--- config.mk ---
export PLATFORM = sky130hd
export DESIGN_NAME = ld_cell_filt
export DESIGN_NICKNAME = d
export VERILOG_FILES = /design/src/rtl/ld_cell_filt.sv
export SDC_FILE = /design/constraint.sdc
export NUM_CORES = 1
export LEC_CHECK = 0
export BUFFER_PORTS_ARGS = -buffer_cell sky130_fd_sc_hd__buf_2
export CORE_ASPECT_RATIO = 1.1
export CORE_UTILIZATION = 25
export CTS_BUF_LIST = sky130_fd_sc_hd__clkbuf_4 sky130_fd_sc_hd__clkbuf_8 sky130_fd_sc_hd__clkbuf_16
export DETAILED_ROUTE_END_ITERATION = 8
export HOLD_SLACK_MARGIN = 0.03
export SYNTH_ARGS = -nofsm -noshare
export SYNTH_HDL_FRONTEND = slang
export SYNTH_SLANG_ARGS = --single-unit
--- constraint.sdc ---
create_clock -name clk -period 7.2 [get_ports clk]
set_clock_uncertainty 0.2 [all_clocks]
set_input_delay 0.72 -clock clk [delete_from_list [all_inputs] [get_ports clk]]
set_output_delay 0.72 -clock clk [all_outputs]
set_load 0.02 [all_outputs]
--- src/rtl/ld_cell_filt.sv ---
// Load-cell conditioner: per-cell box-car average, zero-offset subtraction, signed 12-bit
// saturation, on-demand offset calibration and a per-cell dead-cell watchdog.
module ld_cell_filt #(
  parameter int LOG2_AVG  = 2,
  parameter int STALE_CYC = 50000
) (
  input  logic        clk,
  input  logic        rst,
  input  logic        smpl_vld,
  input  logic        smpl_chnl,
  input  logic [11:0] smpl_data,
  input  logic        cal_req,
  output logic [11:0] lft_ld,
  output logic [11:0] rght_ld,
  output logic        ld_vld,
  output logic        cal_busy,
  output logic        cal_done,
  output logic        cal_fail,
  output logic [1:0]  ld_stale
);

  localparam int AW = 12 + LOG2_AVG;
  localparam int CW = (LOG2_AVG > 0) ? LOG2_AVG : 1;
  localparam int WW = $clog2(STALE_CYC + 1);
  localparam logic [CW-1:0] CNT_LAST = CW'((1 << LOG2_AVG) - 1);
  localparam logic [WW-1:0] WD_MAX   = WW'(STALE_CYC);
  localparam logic [WW-1:0] WD_EXP   = WW'(STALE_CYC - 1);

  typedef enum logic {ST_RUN, ST_CAL} state_t;

  state_t               state_q, state_d;
  logic [1:0][AW-1:0]   acc_q, acc_d;
  logic [1:0][CW-1:0]   cnt_q, cnt_d;
  logic [1:0][WW-1:0]   wd_q, wd_d;
  logic [1:0][11:0]     ld_q, ld_d;
  logic [1:0][11:0]     off_q, off_d;
  logic [1:0]           stale_q, stale_d;
  logic [1:0]           fresh_q, fresh_d;
  logic                 ld_vld_q, ld_vld_d;
  logic                 cal_done_q, cal_done_d;
  logic                 cal_fail_q, cal_fail_d;

  logic                 enter_cal;
  logic [1:0]           hit, expire, last;
  logic [1:0][AW-1:0]   sum;
  logic [1:0][11:0]     sat_ld;

  function automatic logic [11:0] sat12(input logic signed [12:0] v);
    if (v > 13'sd2047)
      return 12'h7ff;
    else if (v < -13'sd2048)
      return 12'h800;
    else
      return v[11:0];
  endfunction

  always_comb begin
    state_d    = state_q;
    acc_d      = acc_q;
    cnt_d      = cnt_q;
    wd_d       = wd_q;
    ld_d       = ld_q;
    off_d      = off_q;
    stale_d    = stale_q;
    fresh_d    = fresh_q;
    ld_vld_d   = 1'b0;
    cal_done_d = 1'b0;
    cal_fail_d = 1'b0;
    enter_cal  = (state_q == ST_RUN) && cal_req;
    hit        = '0;
    expire     = '0;
    last       = '0;
    sum        = '0;
    sat_ld     = '0;

    // A sample in the cycle that starts calibration is discarded and does not feed the watchdog.
    for (int c = 0; c < 2; c++) begin
      hit[c]    = smpl_vld && !enter_cal && (smpl_chnl == 1'(c));
      expire[c] = !hit[c] && (wd_q[c] == WD_EXP);
      last[c]   = hit[c] && (cnt_q[c] == CNT_LAST);
      sum[c]    = acc_q[c] + AW'(smpl_data);
      sat_ld[c] = sat12($signed({1'b0, sum[c][LOG2_AVG +: 12]}) - $signed({1'b0, off_q[c]}));
      if (hit[c]) begin
        wd_d[c]    = '0;
        stale_d[c] = 1'b0;
      end else if (wd_q[c] != WD_MAX) begin
        wd_d[c] = wd_q[c] + WW'(1);
      end
      if (expire[c]) begin
        stale_d[c] = 1'b1;
        ld_d[c]    = '0;
      end
    end

    if (state_q == ST_RUN) begin
      if (enter_cal) begin
        state_d = ST_CAL;
        acc_d   = '0;
        cnt_d   = '0;
        fresh_d = '0;
      end else begin
        ld_vld_d = &fresh_q;
        if (&fresh_q)
          fresh_d = '0;
        for (int c = 0; c < 2; c++) begin
          if (last[c]) begin
            ld_d[c]    = sat_ld[c];
            acc_d[c]   = '0;
            cnt_d[c]   = '0;
            fresh_d[c] = 1'b1;
          end else if (hit[c]) begin
            acc_d[c] = sum[c];
            cnt_d[c] = cnt_q[c] + CW'(1);
          end else if (expire[c]) begin
            acc_d[c]   = '0;
            cnt_d[c]   = '0;
            fresh_d[c] = 1'b0;
          end
        end
      end
    end else begin
      // In CAL the fresh bits mark a cell that already holds its full set of samples.
      for (int c = 0; c < 2; c++) begin
        if (hit[c] && !fresh_q[c]) begin
          acc_d[c] = sum[c];
          if (last[c]) begin
            cnt_d[c]   = '0;
            fresh_d[c] = 1'b1;
          end else begin
            cnt_d[c] = cnt_q[c] + CW'(1);
          end
        end
      end
      if (&fresh_d) begin
        for (int c = 0; c < 2; c++)
          off_d[c] = acc_d[c][LOG2_AVG +: 12];
        cal_done_d = 1'b1;
        state_d    = ST_RUN;
        acc_d      = '0;
        cnt_d      = '0;
        fresh_d    = '0;
      end else if (|expire) begin
        cal_fail_d = 1'b1;
        state_d    = ST_RUN;
        acc_d      = '0;
        cnt_d      = '0;
        fresh_d    = '0;
      end
    end
  end

  always_ff @(posedge clk or posedge rst) begin
    if (rst) begin
      state_q    <= ST_RUN;
      acc_q      <= '0;
      cnt_q      <= '0;
      wd_q       <= '0;
      ld_q       <= '0;
      off_q      <= '0;
      stale_q    <= '0;
      fresh_q    <= '0;
      ld_vld_q   <= 1'b0;
      cal_done_q <= 1'b0;
      cal_fail_q <= 1'b0;
    end else begin
      state_q    <= state_d;
      acc_q      <= acc_d;
      cnt_q      <= cnt_d;
      wd_q       <= wd_d;
      ld_q       <= ld_d;
      off_q      <= off_d;
      stale_q    <= stale_d;
      fresh_q    <= fresh_d;
      ld_vld_q   <= ld_vld_d;
      cal_done_q <= cal_done_d;
      cal_fail_q <= cal_fail_d;
    end
  end

  assign lft_ld   = ld_q[0];
  assign rght_ld  = ld_q[1];
  assign ld_vld   = ld_vld_q;
  assign cal_busy = (state_q == ST_CAL);
  assign cal_done = cal_done_q;
  assign cal_fail = cal_fail_q;
  assign ld_stale = stale_q;

endmodule

==> results.sh <==
export IMPL_cp_required_ns=7.28
export IMPL_rows=66
export IMPL_powerDensity_nw_per_um2=491
export IMPL_cts_buffers=17
export IMPL_netSwitchingPower_mw=1.87
export IMPL_fin_nets=970
export IMPL_p_seq_share_pct=23.2
export IMPL_postRouteAntennaNets=0
export IMPL_synthesis_area_um2=7610
export IMPL_dr_pass1_iters=4
export IMPL_grt_setup_unrepaired="no"
export IMPL_critical_path_depth=17
export IMPL_post_route_period_util_pct=69.7
export IMPL_max_freq_ghz=0.199
export IMPL_dieHeight_um=185
export IMPL_initial_core_util_pct=25.6
export IMPL_io_buffers=46
export IMPL_syn_to_final_growth_pct=16.0
export IMPL_setup_viol=0
export IMPL_drive_above_1_share_pct=10.6
export IMPL_placed_cell_area_um2=8230
export IMPL_ys_flop_type="dfrtp_1"
export IMPL_r2r_end="lft_ld[3]"
export IMPL_cts_resized=0
export IMPL_ys_seq_elements=120
export IMPL_leakagePower_nw=3.97
export IMPL_crit_fanout=12
export IMPL_crit_arrival_ns=5.10
export IMPL_hold_buffers=0
export IMPL_wl_per_cell_um=13.7
export IMPL_htreeDepth=4
export IMPL_crit_path_end="lft_ld[3]"
export IMPL_clk_pin_slew_ns=0.06
export IMPL_syn_instance_count=853
export IMPL_slowest_delay_ns=0.78
export IMPL_grt_antenna_before_repair=0
export IMPL_drv_cap=0
export IMPL_ys_warn_count=0
export IMPL_synthDistinctLibCells=60
export IMPL_hp_class="input pin to async pin"
export IMPL_reg2reg_from="acc_q[0]"
export IMPL_cts_tree="built"
export IMPL_synth_edf_count=0
export IMPL_synth_area_per_cell_um2=8.92
export IMPL_synthArstFlopShare_pct=100
export IMPL_dp_cells=1250
export IMPL_die_area_um2=31200
export IMPL_coreArea_um2=29700
export IMPL_hold_ws_ns=0.206
export IMPL_fin_tns_setup_ns=0
export IMPL_dp_final_hpwl_um=13100
export IMPL_most_common_layout_cells="dfrtp_1 (120), nand2_1 (96), nor2_1 (89), o21ai_0 (65)"
export IMPL_grt_overflow=0
export IMPL_path_class="input pin to flip-flop"
export IMPL_yosysSeqAreaShare_pct=39.4
export IMPL_grt_pass1_vias=6150
export IMPL_io_pins=47
export IMPL_gp_congestion=0.816
export IMPL_slew_headroom_pct=19.0
export IMPL_ir_drop_mv=0.209
export IMPL_critPathLaunch="smpl_data[0]"
export IMPL_clkPwrFrac_pct=19.9
export IMPL_end_kind="flip-flop"
export IMPL_crit_chain="buf_2 -> ha_1 -> fa_1 -> a211oi_1 -> nor2_1 -> or4_1 -> a21oi_1 -> nor2_1 -> xnor2_1 -> inv_1 -> ha_1 -> a21o_1 -> a21o_1 -> or3_1 -> a21oi_1 -> maj3_1 -> o21ai_0"
export IMPL_clock_path_buffers=2
export IMPL_vias_per_cell=4.77
export IMPL_reg2reg_setup_slack_ns=2.20
export IMPL_cpMaxStageDelayCell="a21oi_1"
export IMPL_syn_nets=928
export IMPL_grt_start_max_net_pins=68
export IMPL_final_max_slew_viol_count=0
export IMPL_outcome="completed"
export IMPL_p_comb_share_pct=56.9
export IMPL_p_int_mw=2.46
export IMPL_worst_path_buf_inv=2
export IMPL_diodes=0
export IMPL_grt_usage_pct=12.0
export IMPL_fillers=3156
export IMPL_start_kind="input pin"
export IMPL_worst_slew_pin_slew_ns=1.21
export IMPL_numClockSinks=120
export IMPL_totalWireLength_um=17600
export IMPL_hold_viol=0
export IMPL_path_delay_family="compound AO/OA/AOI/OAI gates"
export IMPL_final_common_cell="dfrtp_1"
export IMPL_fin_crit_ns=5.02
export IMPL_die_w_um=168
export IMPL_instances_no_fill=1282
export IMPL_reg2regPathDepth=16
export IMPL_grt_pass1_wl_um=30000
export IMPL_swShare_pct=43.2
export IMPL_root_buffer="clkbuf_16"
export IMPL_drc=0
export IMPL_postLayoutCellArea_um2=8830
export IMPL_vias=6114
export IMPL_insertion_delay_ns=0.43
export IMPL_drtIter0Drc=308
export IMPL_post_cts_buffers=0
-- layer usage --
metal  up-vias  part of all wire, %  GRT usage (%)
met5         -                    0              0
met4         0                  1.4           4.29
met3        18                  2.3           2.24
met2        60                   46           19.4
met1      2934                   50           15.9
li1       3102                    -              -
-- kinds of logic after synthesis --
kind of cell               after synthesis  share of synthesized area [%]
and+or+nand+nor                        284                           17.2
DFF                                    120                           39.4
adders and majority gates               69                           11.4
xor gates and xnor gates                62                           7.13
buffers and inverters                   66                           3.53
AOI/OAI and AO/OA                      242                           20.0
muxes                                   10                           1.31
-- Yosys cell counts, types with 10 or more instances --
master,instances,area share [%]
xnor2_1,30,3.5
a22o_1,19,2.2
a31oi_1,10,0.82
dfrtp_1,120,39
a21oi_1,54,3.6
maj3_1,11,1.4
nand3_1,22,1.4
and3_1,13,1.1
nand2_1,96,4.7
nor3_1,12,0.79
or3_1,11,0.90
ha_1,54,8.9
clkbuf_1,19,0.94
mux2i_1,10,1.3
o21ai_1,19,1.2
xor2_1,32,3.7
o21a_1,14,1.4
inv_1,39,1.9
nor2_1,89,4.4
a21o_1,16,1.6
o21ai_0,65,4.3
-- power by group through the flow --
stage / Combinational, mW / Clock, mW / Sequential, mW
floorplan: 1.97 / 0 / 1.02
global placement: 2.45 / 0 / 1.01
detailed placement: 2.47 / 0 / 1.02
CTS: 2.49 / 0.885 / 1.01
global route: 2.79 / 0.907 / 1.03
finish: 2.46 / 0.863 / 1.01
-- sequential cells by signal, summed over array words and instances, names as in the netlist, 2 cells and up --
signal    cells
fresh_q       2
lft_ld       12
ld_stale      2
wd_q         32
rght_ld      12
acc_q        28
off_q        24
cnt_q         4
-- stage by stage --
step           power [mW]  setup slack (ns)  utilization, %
6_report             4.33              2.18            29.7
5_1_grt              4.73              1.90            29.7
4_1_cts              4.38              2.21            29.7
3_5_place_dp         3.49              1.78            27.7
3_3_place_gp         3.46              1.84            27.7
2_1_floorplan        2.99              2.46               -
-- how the worst min path moves through the flow --
stage | to | start | slack, ns
after floorplan | off_q[10] | off_q[10] | 0.25
after global placement | off_q[3] | off_q[3] | 0.27
after CTS | wd_q[6] | rst | 0.23
final | wd_q[7] | rst | 0.21
after detailed placement | lft_ld[10] | lft_ld[10] | 0.27
after global routing | wd_q[1] | rst | 0.26
-- final cells by class --
type	count	area, µm²	area share (%)
multi-input combinational	667	4350	49.2
sequential	120	3000	34.0
clock buffer	21	480	5.44
tap	374	468	5.30
timing repair buffer	50	260	2.95
inverter	39	149	1.69
clock inverter	11	121	1.37
Note: power is estimated with default switching activity, not from simulation.
